==> src/rtl/calc_unit_multibit.sv <==
// Binary-weight x multi-bit-activation MAC lane.
// Two-stage XNOR-popcount dot product with saturating group accumulator.
module calc_unit_multibit #(
  parameter int WORD_WIDTH = 32,
  parameter int IN_BITS    = 2,
  parameter int OUT_WIDTH  = 32
) (
  input  logic                          clk,
  input  logic                          rst,
  input  logic                          in_valid,
  output logic                          in_ready,
  input  logic                          in_first,
  input  logic                          in_last,
  input  logic [IN_BITS*WORD_WIDTH-1:0] in_data,
  input  logic [WORD_WIDTH-1:0]         kn_data,
  output logic                          out_valid,
  input  logic                          out_ready,
  output logic [OUT_WIDTH-1:0]          out_data,
  output logic                          out_ovf
);

  localparam int CW = $clog2(WORD_WIDTH + 1);
  localparam int TW = CW + IN_BITS + 2;
  localparam int SW = ((OUT_WIDTH > TW) ? OUT_WIDTH : TW) + 1;

  localparam logic signed [SW-1:0] KMUL =
    SW'((1 << IN_BITS) - 1);
  localparam logic signed [SW-1:0] MAXV =
    {{(SW-OUT_WIDTH+1){1'b0}}, {(OUT_WIDTH-1){1'b1}}};
  localparam logic signed [SW-1:0] MINV = ~MAXV;

  function automatic logic [CW-1:0] popcnt(
    input logic [WORD_WIDTH-1:0] v
  );
    logic [CW-1:0] c;
    c = '0;
    for (int i = 0; i < WORD_WIDTH; i++)
      c = c + CW'(v[i]);
    return c;
  endfunction

  logic advance;

  assign advance  = !(out_valid && !out_ready);
  assign in_ready = advance;

  logic [IN_BITS-1:0][CW-1:0] p_d;
  logic [CW-1:0]              n_d;

  always_comb begin
    p_d = '0;
    for (int b = 0; b < IN_BITS; b++)
      p_d[b] = popcnt(~(in_data[b*WORD_WIDTH +: WORD_WIDTH]
                        ^ kn_data));
    n_d = popcnt(~kn_data);
  end

  logic                       s1_valid;
  logic                       s1_first;
  logic                       s1_last;
  logic [IN_BITS-1:0][CW-1:0] s1_p;
  logic [CW-1:0]              s1_n;

  always_ff @(posedge clk or posedge rst) begin
    if (rst) begin
      s1_valid <= 1'b0;
      s1_first <= 1'b0;
      s1_last  <= 1'b0;
      s1_p     <= '0;
      s1_n     <= '0;
    end else if (advance) begin
      s1_valid <= in_valid;
      s1_first <= in_first;
      s1_last  <= in_last;
      s1_p     <= p_d;
      s1_n     <= n_d;
    end
  end

  logic [OUT_WIDTH-1:0]   acc;
  logic                   ovf;
  logic signed [SW-1:0]   term;
  logic signed [SW-1:0]   base;
  logic signed [SW-1:0]   sum;
  logic [OUT_WIDTH-1:0]   res;
  logic                   sat_hit;
  logic                   ovf_n;

  // Weighted plane sum minus the all-(-1) offset gives the signed dot product
  always_comb begin
    term = '0;
    for (int b = 0; b < IN_BITS; b++)
      term = term + ($signed(SW'(s1_p[b])) <<< b);
    term = term - $signed(SW'(s1_n)) * KMUL;
    base = s1_first ? '0
         : {{(SW-OUT_WIDTH){acc[OUT_WIDTH-1]}}, acc};
    sum  = base + term;
    sat_hit = 1'b0;
    res     = sum[OUT_WIDTH-1:0];
    if (sum > MAXV) begin
      sat_hit = 1'b1;
      res     = MAXV[OUT_WIDTH-1:0];
    end else if (sum < MINV) begin
      sat_hit = 1'b1;
      res     = MINV[OUT_WIDTH-1:0];
    end
    ovf_n = (s1_first ? 1'b0 : ovf) | sat_hit;
  end

  always_ff @(posedge clk or posedge rst) begin
    if (rst) begin
      acc       <= '0;
      ovf       <= 1'b0;
      out_valid <= 1'b0;
      out_data  <= '0;
      out_ovf   <= 1'b0;
    end else if (advance) begin
      out_valid <= 1'b0;
      if (s1_valid) begin
        if (s1_last) begin
          acc       <= '0;
          ovf       <= 1'b0;
          out_valid <= 1'b1;
          out_data  <= res;
          out_ovf   <= ovf_n;
        end else begin
          acc <= res;
          ovf <= ovf_n;
        end
      end
    end
  end

endmodule

==> config.mk <==
export PLATFORM = sky130hd
export DESIGN_NAME = calc_unit_multibit
export DESIGN_NICKNAME = d
export VERILOG_FILES = /design/src/rtl/calc_unit_multibit.sv
export SDC_FILE = /design/constraint.sdc
export NUM_CORES = 1
export LEC_CHECK = 0
export ABC_AREA = 1
export CAP_MARGIN = 20
export CORE_ASPECT_RATIO = 0.6
export CORE_UTILIZATION = 30
export DETAILED_ROUTE_END_ITERATION = 8
export GPL_ROUTABILITY_DRIVEN = 1
export RECOVER_POWER = 50
export SKIP_LAST_GASP = 1
export SLEW_MARGIN = 40
export SYNTH_ARGS = -nofsm -noshare
export SYNTH_HDL_FRONTEND = slang
export SYNTH_SLANG_ARGS = --single-unit
==> constraint.sdc <==
create_clock -name clk -period 4.2 [get_ports clk]
set_input_delay 0.63 -clock clk [delete_from_list [all_inputs] [get_ports clk]]
set_output_delay 0.63 -clock clk [all_outputs]
set_load 0.05 [all_outputs]
# == After elaboration in Yosys (flattened, before gate mapping) ==
# Cells that the tools add are included.
# Widths: inputs -> output; s select.
# classes
n_bitwise,7
mul,1
mux,10
n_reduce_logical,5
n_lt_le_gt_ge,2
addsub,96
# ops
cell,count
$add 6x1->6,78
$mux 32,3
$not 32->32,3
$xor 32x32->32,2
$add 33x9->33,1
$gt 33x32->1 const B,1
$lt 33x32->1 const B,1
$mux 33,1
$add 5x1->6,3
$add 4x1->5,3
$add 3x1->4,3
$add 2x1->3,3
$sub 8x8->9,1
$add 6x7->8,1
$mul 6x2->8 const B,1
$add 1x1->2,3
$mux 1,6
$reduce_and 3->1,1
$logic_not 1->1,2
$reduce_and 2->1,1
$logic_and 1x1->1,1
$not 1->1,1
$or 1x1->1,1
# word_totals
out_inout_bits,35
regBits,88
input_bits,102
wordCells,132

# == Logic depth before layout (Yosys ltp) ==
# logic_depth
depth_word,33
mapped_depth,33
mapped_depth_nobuf,33

# == Worst setup path after synthesis ==
# Ideal clock, no wire load.
# synth_timing
path_type,input -> register
from,input in_data[19]
to,register s1_p[4] (netlist bit)
t_arrival_ps,4943
setup_ps,132
slack_ps,-875
t_required_ps,4068
path_stages,20
cell_sequence,xnor2_1 > fa_1 > fa_1 > inv_1 > fa_1 > inv_1 > fa_1 > fa_1 > inv_1 > fa_1 > inv_1 > ha_1 > inv_1 > fa_1 > inv_1 > nand2_1 > nand2_1 > a21oi_1 > a22oi_1 > o31ai_1
# synth_via
elab_chain_len,15
# synth_lines
item,line_no,rtl
from (decl),14,"input logic [IN_BITS*WORD_WIDTH-1:0] in_data,"
$xor 32x32->32,54,^ kn_data));
$not 32->32,53,p_d[b] = popcnt(~(in_data[b*WORD_WIDTH +: WORD_WIDTH]
$add 6x1->6 (13 in series),38,c = c + CW'(v[i]);
to (signal assigned),75,s1_p <= p_d;
to (decl),61,logic [IN_BITS-1:0][CW-1:0] s1_p;
# No other way between the ends.
# A chain may end at the register's enable or synchronous reset.

# == Worst setup path after layout ==
# layout_timing
from,input kn_data[27]
to,register s1_n[2]
# layout_via
elab_chain_len,6
# layout_lines
item,line_no,rtl
from (decl),15,"input logic [WORD_WIDTH-1:0] kn_data,"
$not 32->32,55,n_d = popcnt(~kn_data);
$add 6x1->6 (5 in series),38,
to (signal assigned),76,s1_n <= n_d;
to (decl),62,logic [CW-1:0] s1_n;
# No other way between the ends.

==> qor.csv <==
stage,metric,value,unit
outcome,run_status,finished with violations,
outcome,failed_checks,"max-capacitance violations, max-slew violations, negative setup slack",
synthesis,synth_xor_area_share,9.168,%
place,place.detailed.hpwl,22.48,mm
sta,post-route-period-util,115.4,%
sta,maxClockFrequency,206.4,MHz
synthesis,number_of_enable_flip_flop_cells_after_synthesis,0,
cts,htreeDepth,3,
synthesis,ys_seq_elements,88,
floorplanning,dieHeight,137.4,microns
synthesis,synth_async_sr_flop_share,100.0,%
sta,worst_clock_skew,0.01450,ns
setup_path,worst_path_required,4.50,ns
synthesis,post_synth_inst_count,1222,
synthesis,yosys.area_share.simple,25.21,%
synthesis,fraction_of_the_yosys_area_taken_by_sequential_cells,24.01,%
synthesis,synth.largest_area_cell,sky130_fd_sc_hd__dfrtp_1,
grt,track_usage,18.38,%
sta,worst_hold_slack,0.4735,ns
synthesis,post-synth-top-count-cell,sky130_fd_sc_hd__nand2_1,
setup_path,worst_ep_arrival_time,5.15,ns
synthesis,netlist-cell-type-count,39,
route,dr.first_iter.drc_count,520,
floorplanning,floorplan.io_pins,137,
sta,timing.final.hold_violations,0,
sta,period_minus_slack,4.846,ns
grt,first_pass_grt_wire_length,44.77,mm
route,avgRoutedWirePerCell,15.05,microns
synthesis,synth-warning-count,0,
setup_path,worstSetupStartpointType,primary input,
floorplanning,area_of_the_core,29980,sq um
setup_path,regToRegStartpoint,s1_n[2]$_DFFE_PP0N_,
setup_path,reg2reg_slack,-0.61,ns
cts,cts_inserted_buffers,9,
hold_path,hold_path_origin,out_data[4]$_DFFE_PP0P_,
sta,timing.final.setup_violations,82,
place,dp.cells,1891,
route,drtAntennaViolNets,0,
route,total_wire_length_after_detailed_routing,28.91,mm
final_layout,layoutNonFillerInstCount,1921,
setup_path,endpoint_kind,flop,
floorplanning,die_x,227.7,microns
final_layout,final_antenna_diode_count,0,
synthesis,synth_top_flop_cell,sky130_fd_sc_hd__dfrtp_1,
floorplanning,floorplan_die_area,31300,sq um
job,max-cap-violations,2,
hold_path,hold_wc_path_type,flop to flop,
synthesis,synth_common_cells,"sky130_fd_sc_hd__nand2_1, sky130_fd_sc_hd__inv_1, sky130_fd_sc_hd__dfrtp_1",
synthesis,synthDominantCellAreaShare,24.01,%
place,place.port_buffers,136,
cts,cts.hold.buffers_added,0,
synthesis,synth_compound_gate_area_share,6.303,%
route,drt-pass1-iter-count,5,
setup_path,reg2regPathDepth,29,
grt,grt_start_max_net_pins,58,
grt,overflow,0,
setup_path,crit-reg2reg-capture,acc[5]$_DFFE_PP0P_,
floorplanning,core.rowCount,49,
hold_path,whs_path_depth,2,
setup_path,worstPathMaxFanout,2,
route,vias,8514,
sta,setup_repair_after_global_routing_missed_its_margin,yes,
final_layout,post_layout_nets,1744,
setup_path,path_class,primary input to flop,
final_layout,areaGrowthSynthToFinish,52.55,%
cts,tritoncts,done,
floorplanning,initial_utilization,30.59,%
synthesis,mappedNetlistNets,1458,
route,post-route-drc-count,0,
grt,grt_antenna_before_repair,0,
route,vias_per_cell,4.432,
cts,clk-insertion-delay-late,0.38,ns
synthesis,synth_top_family_by_area,simple AND/OR/NAND/NOR gates,
cts,cts.path.max_buffers,2,
synthesis,synth.area.top_cells,"sky130_fd_sc_hd__dfrtp_1, sky130_fd_sc_hd__fa_1, sky130_fd_sc_hd__nand2_1",
grt,first_global_vias,8476,
cts,clkSlewWorstSetupHoldPaths,0.08,ns
cts,number_of_sinks_driven_by_the_clock_tree,88,
sta,slew-limit-headroom,-1.545,%
cts,master_cell_of_the_clock_root_buffer,sky130_fd_sc_hd__clkbuf_16,
hold_path,worstHoldEndpoint,out_data[4]$_DFFE_PP0P_,
synthesis,syn-mean-instance-area,7.505,sq um
place,routabilityCongestion,0.9187,
final_layout,drive_above_1_share,32.85,%
synthesis,synth_fa_ha_area_share,24.99,%
sta,worst_slew_pin_slew,1.523,ns
synthesis,syn_area,9171,sq um
sta,slew_viol_final,58,
synthesis,post_synth_mux_area_share,0,%
sta,worst_slack,-0.6459,ns
## per-stage QoR
stage | util [%] | cell area, sq um | setup TNS, ns | worst slack [ns]
finish | 46.67 | 13990 | -44.91 | -0.6459
global route | 46.67 | 13990 | -62.78 | -0.8489
CTS | 43.65 | 13090 | -40.85 | -0.7009
detailed placement | 41.68 | 12490 | -55.81 | -1.458
global placement | 41.63 | 12480 | -51.21 | -1.411
floorplan | - | 9552 | -20.85 | -0.7358
## metal layers
metal / part of all wire [%] / global-route usage (%) / routed length (microns) / vias to the layer above
li1: - / - / - / 4284
met1: 52 / 27.48 / 15160 / 4061
met2: 41 / 26.76 / 11910 / 147
met3: 5.4 / 4.450 / 1565 / 22
met4: 0.95 / 3.153 / 274 / 0
met5: 0 / 0 / 0 / -
## worst max-delay path, stage by stage
cell                      delay, ns
sky130_fd_sc_hd__buf_8         0.11
sky130_fd_sc_hd__buf_6         0.12
sky130_fd_sc_hd__buf_12        0.12
sky130_fd_sc_hd__inv_8         0.03
sky130_fd_sc_hd__fa_1          0.44
sky130_fd_sc_hd__fa_2          0.59
sky130_fd_sc_hd__fa_2          0.45
sky130_fd_sc_hd__fa_2          0.62
sky130_fd_sc_hd__fa_1          0.44
sky130_fd_sc_hd__fa_2          0.57
sky130_fd_sc_hd__ha_4          0.13
sky130_fd_sc_hd__inv_2         0.04
sky130_fd_sc_hd__fa_2          0.37
sky130_fd_sc_hd__buf_6         0.13
sky130_fd_sc_hd__or2_4         0.21
sky130_fd_sc_hd__a31oi_1       0.15
## what timing repair did
item                                    CTS  global route
cloned                                    0             6
endpoints found under the setup margin   84            84
setup buffers                             7            11
pin swaps                                68           151
resized for setup                       233           233
## layout by cell type (no fill, tap or decap), drive strengths merged, types with 3 or more instances in the layout
cell type and n:
dfrtp 88, nand4 10, a41oi 10, ha 52, clkbuf 20, nor2 87, xnor2 51, dlygate4sd2 4
clkdlybuf4s50 89, nand3b 10, inv 206, o21ai 31, nand2 428, xor2 45, nand3 29, fa 82
o21bai 5, clkdlybuf4s15 7, o31ai 3, a21oi 28, buf 193, clkinv 6, nor3 3, a31oi 11
## kinds of logic after synthesis
group,count (synthesis)
buffers and inverters,238
DFF,88
adders and majority gates,134
and+or+nand+nor,571
xor gates and xnor gates,96
AOI/OAI and AO/OA,95
## state kept, by name, indices dropped and copies added, names as in the netlist, 6 cells and up
signal and flops:
acc 32, s1_n 6, s1_p 12, out_data 32
## how the worst max path moves through the flow
| stage | start | endpoint | cells after the start |
|---|---|---|---|
| 6_report | kn_data[27] | s1_n[2]$_DFFE_PP0N_ | 16 |
| 5_1_grt | s1_n[2]$_DFFE_PP0N_ | out_data[0]$_DFFE_PP0P_ | 33 |
| 2_1_floorplan | kn_data[23] | s1_p[4]$_DFFE_PP0N_ | 20 |
| 3_5_place_dp | kn_data[23] | s1_p[10]$_DFFE_PP0N_ | 19 |
| 3_3_place_gp | kn_data[23] | s1_n[4]$_DFFE_PP0N_ | 18 |
| 4_1_cts | in_data[11] | s1_p[4]$_DFFE_PP0N_ | 21 |
## layout make-up
class / count / area, sq um
fill: 2889 / 15990
inverter: 208 / 800.8
timing repair buffer: 305 / 2824
clock inverter: 7 / 78.83
multi-input combinational: 896 / 7348
sequential: 88 / 2203
tap: 408 / 510.5
clock buffer: 9 / 225.2
Power is not shown: default switching activity piles up to over one toggle a cycle in this logic, so the estimate is an artifact.
